File: src/rtl/nibble_serial_subtractor.sv
// nibble_serial_subtractor
// Multi-cycle signed subtractor: op1 - op2 - b_in, LEVEL_W bits per clock,
// with the borrow chained between cycles through a single LEVEL_W-bit level.
// Start/busy/done handshake. Latency is WIDTH/LEVEL_W cycles from acceptance.
//
// Optional feature macro: SUB_ADD_MODE_EN
//   When defined, a `mode` input is added (sampled with the operands).
//   mode=1 computes op1 + op2 + b_in, where b_in is a carry in, b_out
//   reports carry out, and overflow is carry-into-MSB XOR carry-out.
//   When undefined, the block subtracts only.

module nibble_serial_subtractor #(
    parameter int WIDTH   = 16,
    parameter int LEVEL_W = 4
) (
    input  logic             clk,
    input  logic             rst_n,
    input  logic             start,
    input  logic [WIDTH-1:0] op1,
    input  logic [WIDTH-1:0] op2,
    input  logic             b_in,
`ifdef SUB_ADD_MODE_EN
    input  logic             mode,
`endif
    output logic             busy,
    output logic             done,
    output logic [WIDTH-1:0] result,
    output logic             b_out,
    output logic             overflow
);

    localparam int N     = WIDTH / LEVEL_W;
    localparam int IDX_W = (N > 1) ? $clog2(N) : 1;
    localparam logic [IDX_W-1:0] LAST_IDX = IDX_W'(N - 1);

    typedef enum logic {
        IDLE = 1'b0,
        RUN  = 1'b1
    } state_t;

    state_t              state_reg;
    state_t              state_next;

    logic [IDX_W-1:0]    idx_reg;
    logic [WIDTH-1:0]    op1_reg;
    logic [WIDTH-1:0]    op2_reg;
    logic [WIDTH-1:0]    shadow_reg;
    logic [WIDTH-1:0]    shadow_next;
    logic [WIDTH-1:0]    result_reg;
    logic                b_out_reg;
    logic                overflow_reg;
    logic                done_reg;

    // The chain is always held as a true carry; in subtract mode this is the
    // inverted borrow, so the same adder serves both modes.
    logic                carry_reg;

    logic                accept;
    logic                last_nibble;
    logic                add_mode;
    logic                start_carry;

    logic [LEVEL_W-1:0]  op1_nib [N];
    logic [LEVEL_W-1:0]  op2_nib [N];
    logic [LEVEL_W-1:0]  a_nib;
    logic [LEVEL_W-1:0]  b_eff;
    logic [LEVEL_W:0]    sum;
    logic                carry_into_msb;

`ifdef SUB_ADD_MODE_EN
    logic                add_reg;

    // Capture the operation type together with the operands.
    always_ff @(posedge clk or negedge rst_n) begin
        if (!rst_n) begin
            add_reg <= 1'b0;
        end else if (accept) begin
            add_reg <= mode;
        end
    end

    assign add_mode    = add_reg;
    // Subtract seeds the chain with the inverted borrow, add with the carry.
    assign start_carry = mode ? b_in : ~b_in;
`else
    assign add_mode    = 1'b0;
    assign start_carry = ~b_in;
`endif

    // Split the latched operands into nibble lanes and build the shadow
    // update: only the lane selected by the current index takes the new sum.
    generate
        for (genvar gi = 0; gi < N; gi++) begin : g_lane
            assign op1_nib[gi] = op1_reg[gi*LEVEL_W +: LEVEL_W];
            assign op2_nib[gi] = op2_reg[gi*LEVEL_W +: LEVEL_W];
            assign shadow_next[gi*LEVEL_W +: LEVEL_W] =
                (idx_reg == IDX_W'(gi)) ? sum[LEVEL_W-1:0]
                                        : shadow_reg[gi*LEVEL_W +: LEVEL_W];
        end
    endgenerate

    // Single LEVEL_W-bit adder level shared by every nibble.
    assign a_nib = op1_nib[idx_reg];
    assign b_eff = add_mode ? op2_nib[idx_reg] : ~op2_nib[idx_reg];
    assign sum   = {1'b0, a_nib} + {1'b0, b_eff} + {{LEVEL_W{1'b0}}, carry_reg};

    // Carry entering the top bit of this nibble, recovered from the sum bit.
    assign carry_into_msb = sum[LEVEL_W-1] ^ a_nib[LEVEL_W-1] ^ b_eff[LEVEL_W-1];

    // State register.
    always_ff @(posedge clk or negedge rst_n) begin
        if (!rst_n) begin
            state_reg <= IDLE;
        end else begin
            state_reg <= state_next;
        end
    end

    // Next-state logic and per-cycle control strobes.
    always_comb begin
        state_next  = state_reg;
        accept      = 1'b0;
        last_nibble = 1'b0;
        case (state_reg)
            IDLE: begin
                if (start) begin
                    accept     = 1'b1;
                    state_next = RUN;
                end
            end
            RUN: begin
                if (idx_reg == LAST_IDX) begin
                    last_nibble = 1'b1;
                    state_next  = IDLE;
                end
            end
            default: state_next = IDLE;
        endcase
    end

    // Operand capture, nibble stepping and carry chaining.
    always_ff @(posedge clk or negedge rst_n) begin
        if (!rst_n) begin
            op1_reg    <= '0;
            op2_reg    <= '0;
            shadow_reg <= '0;
            carry_reg  <= 1'b0;
            idx_reg    <= '0;
        end else if (accept) begin
            op1_reg    <= op1;
            op2_reg    <= op2;
            carry_reg  <= start_carry;
            idx_reg    <= '0;
        end else if (state_reg == RUN) begin
            shadow_reg <= shadow_next;
            carry_reg  <= sum[LEVEL_W];
            idx_reg    <= (idx_reg == LAST_IDX) ? '0 : idx_reg + IDX_W'(1);
        end
    end

    // Visible results change only on completion; done is a one-cycle pulse.
    always_ff @(posedge clk or negedge rst_n) begin
        if (!rst_n) begin
            result_reg   <= '0;
            b_out_reg    <= 1'b0;
            overflow_reg <= 1'b0;
            done_reg     <= 1'b0;
        end else begin
            done_reg <= last_nibble;
            if (last_nibble) begin
                result_reg   <= shadow_next;
                b_out_reg    <= add_mode ? sum[LEVEL_W] : ~sum[LEVEL_W];
                // Inverting both carries to borrows leaves the XOR unchanged.
                overflow_reg <= carry_into_msb ^ sum[LEVEL_W];
            end
        end
    end

    assign busy     = (state_reg == RUN);
    assign done     = done_reg;
    assign result   = result_reg;
    assign b_out    = b_out_reg;
    assign overflow = overflow_reg;

endmodule

File: config.mk
export PLATFORM = sky130hd
export DESIGN_NAME = nibble_serial_subtractor
export DESIGN_NICKNAME = d
export VERILOG_FILES = /design/src/rtl/nibble_serial_subtractor.sv
export SDC_FILE = /design/constraint.sdc
export NUM_CORES = 1
export LEC_CHECK = 0
export BUFFER_PORTS_ARGS = -buffer_cell sky130_fd_sc_hd__buf_2
export CORE_AREA = 2 2 105 66
export CTS_CLUSTER_DIAMETER = 80
export DETAILED_ROUTE_END_ITERATION = 7
export DIE_AREA = 0 0 107 68
export PLACE_DENSITY = 0.73
export SYNTH_ARGS = -nofsm -noshare
export SYNTH_HDL_FRONTEND = slang
export SYNTH_SLANG_ARGS = --single-unit
File: constraint.sdc
create_clock -name clk -period 2.7 [get_ports clk]
set_input_delay 0.27 -clock clk [delete_from_list [all_inputs] [get_ports clk]]
set_output_delay 0.27 -clock clk [all_outputs]
set_load 0.02 [all_outputs]
==> results_dict.tcl <==
set metrics [dict create \
    grt_pass1_wl_um 10000 \
    yosys_most_used_dff "dfrtp_1" \
    dieArea_um2 7280 \
    rsz0062_at_grt "true" \
    tightest_slew_ns 0.822 \
    ys_ff_latch 67 \
    grt_pass1_vias 1978 \
    cts_max_level 3 \
    wl_per_cell_um 14.9 \
    crit_type "reg2reg" \
    hpwl_um 4530 \
    fill_cells 573 \
    clk_path_buf_depth 2 \
    chipWidth_um 107 \
    setup-violations-final 0 \
    status "complete, no violations" \
    routed_wl_um 6070 \
    clk_pin_slew_ns 0.07 \
    drtPass1Iterations 4 \
    synth.yosys.warnings 0 \
    synth_nets 299 \
    synth_edf_count 0 \
    antenna_left 0 \
    multiInputGateArea_um2 1290 \
    synthesis.area_um2 3070 \
    grt_max_degree 68 \
    hold_path.class "in2async" \
    grt_use_total_pct 18.9 \
    antenna_found_initial 0 \
    fin_crit_ns 2.64 \
    vias 2061 \
    postCtsHoldBufs 0 \
    relSlewSlack_pct 45.2 \
    fin_nets 362 \
    synth-seq-area-share_pct 54.7 \
    tritoncts "yes" \
    slew_viol_final 0 \
    cts_setup_buffers 0 \
    drc 0 \
    drive_above_1_share_pct 28.7 \
    cts_buffers 9 \
    synth_cells 254 \
    areaGrowthSynthToFinish_pct 18.9 \
    async_flop_share_pct 100 \
    startpoint_type "flop" \
    portBuffers 55 \
    cp.arrival_ns 2.92 \
    synth.distinct_cells 31 \
    core.rowCount 23 \
    grt_overflow 0 \
    diodes 0 \
    finalNonFillerCells 408 \
    clock_skew_ns 0.0114 \
    hold_viol 0 \
    drt-initial-drc-count 80 \
    clock-sinks 67 \
    coreArea_um2 6420 \
    die_h_um 68 \
    routabilityCongestion 0.829 \
    layout.area.seq_um2 1680 \
    timing.hold.ws_ns 0.101 \
    insertion_delay_ns 0.35 \
    clock.fmax_mhz 379 \
    pin_count 56 \
    end_kind "flop" \
    cp_max_fo 9 \
    required_ns 2.98 \
    period_share_pct 97.8 \
    cts-root-buf "clkbuf_8" \
    placedCellCount 393 \
    avgViaCountPerCell 5.05 \
    maxCapViolations 0 \
    start_util_pct 47.8 \
    avgSynthCellArea_um2 12.1 \
]
-- cell families (layout without fill, tap and decap cells) --
kind of cell / after synthesis / in the layout / share of synthesized area, %
AND/OR/NAND/NOR: 56 / 56 / 8.08
XOR/XNOR: 2 / 2 / 0.571
adder cells (fa/ha/maj): 9 / 9 / 4.16
AO/OA/AOI/OAI: 41 / 41 / 7.47
flip-flops: 67 / 67 / 54.7
multiplexers: 54 / 54 / 21.8
buffers and inverters: 25 / 92 / 3.26
-- final timing paths --
check | startpoint | end | slack [ns] | cells after the start
max in group asynchronous | rst_n | op1_reg[10] | 2.06 | 2
worst max-delay path | idx_reg[0] | overflow | 0.06 | 8
worst max register to register | idx_reg[0] | overflow | 0.06 | 8
min in group clk | op1[5] | op1_reg[5] | 0.14 | 2
worst min-delay path | rst_n | result[10] | 0.10 | 2
worst min register to register | result[15] | result[15] | 0.48 | 2
-- layout by cell type (no fill, tap or decap), types with 2 or more instances in the layout --
cell,synthesis,final
inv_1,10,10
nand2b_1,2,2
ha_1,7,7
mux2i_1,15,15
nor3_1,3,3
a21o_1,3,3
nand2_1,40,40
o21ai_0,2,2
mux2_1,32,32
o21ai_1,29,29
dfrtp_1,67,67
nor2_1,3,3
o21a_1,3,3
clkbuf_8,0,10
clkinvlp_4,0,2
buf_2,5,55
clkinv_2,0,3
or3_1,2,2
buf_4,0,11
mux4_2,7,7
-- per-stage QoR --
| step | setup TNS, ns | utilization (%) | area (um2) | setup WS (ns) |
|---|---|---|---|---|
| after CTS | 0 | 56.8 | 3640 | 0.0475 |
| after detailed placement | 0 | 54.2 | 3480 | 0.0763 |
| final | 0 | 56.8 | 3650 | 0.0595 |
| after floorplan | 0 | - | 3070 | 0.0392 |
| after global routing | -0.0541 | 56.8 | 3650 | -0.0352 |
| after global placement | 0 | 54.2 | 3480 | 0.105 |
-- final cells by class --
| cell class | instances | share of cell area [%] |
|---|---|---|
| Timing Repair Buffer | 66 | 9.81 |
| Multi-Input combinational cell | 162 | 35.5 |
| Sequential cell | 67 | 46.0 |
| Tap cell | 87 | 2.98 |
| Inverter | 11 | 1.13 |
| Clock buffer | 10 | 3.77 |
| Clock inverter | 5 | 0.823 |
-- Yosys cell counts (5+ instances only) --
library cell  instances  area [um2]
buf_2                 5        25.0
clkbuf_1              8        30.0
dfrtp_1              67        1680
ha_1                  7        87.6
inv_1                10        37.5
mux2_1               32         360
mux2i_1              15         150
mux4_2                7         158
nand2_1              40         150
o21ai_1              29         145
-- critical path, cell delays in order (launching register included) --
cell	delay [ns]
dfrtp_1	0.34
buf_4	0.18
mux4_2	0.52
ha_1	0.34
and3b_1	0.23
o21a_1	0.23
or3_1	0.37
a211o_1	0.29
nand3_1	0.07
-- routing by layer --
metal,vias to the layer above,GRT usage (%),share of wire [%]
li1,1010,-,-
met1,992,28.0,53
met2,55,24.0,38
met3,4,8.76,8.0
met4,0,5.68,1.0
met5,-,0,0
-- timing repair --
action / CTS / global route
endpoints found under the setup margin: 0 / 4
gates resized for setup: 0 / 1
hold endpoints to repair: 0 / 0
Power is left out: the tool's default activity adds up to more than one toggle a clock period on the data nets, which glitch-free logic cannot reach.
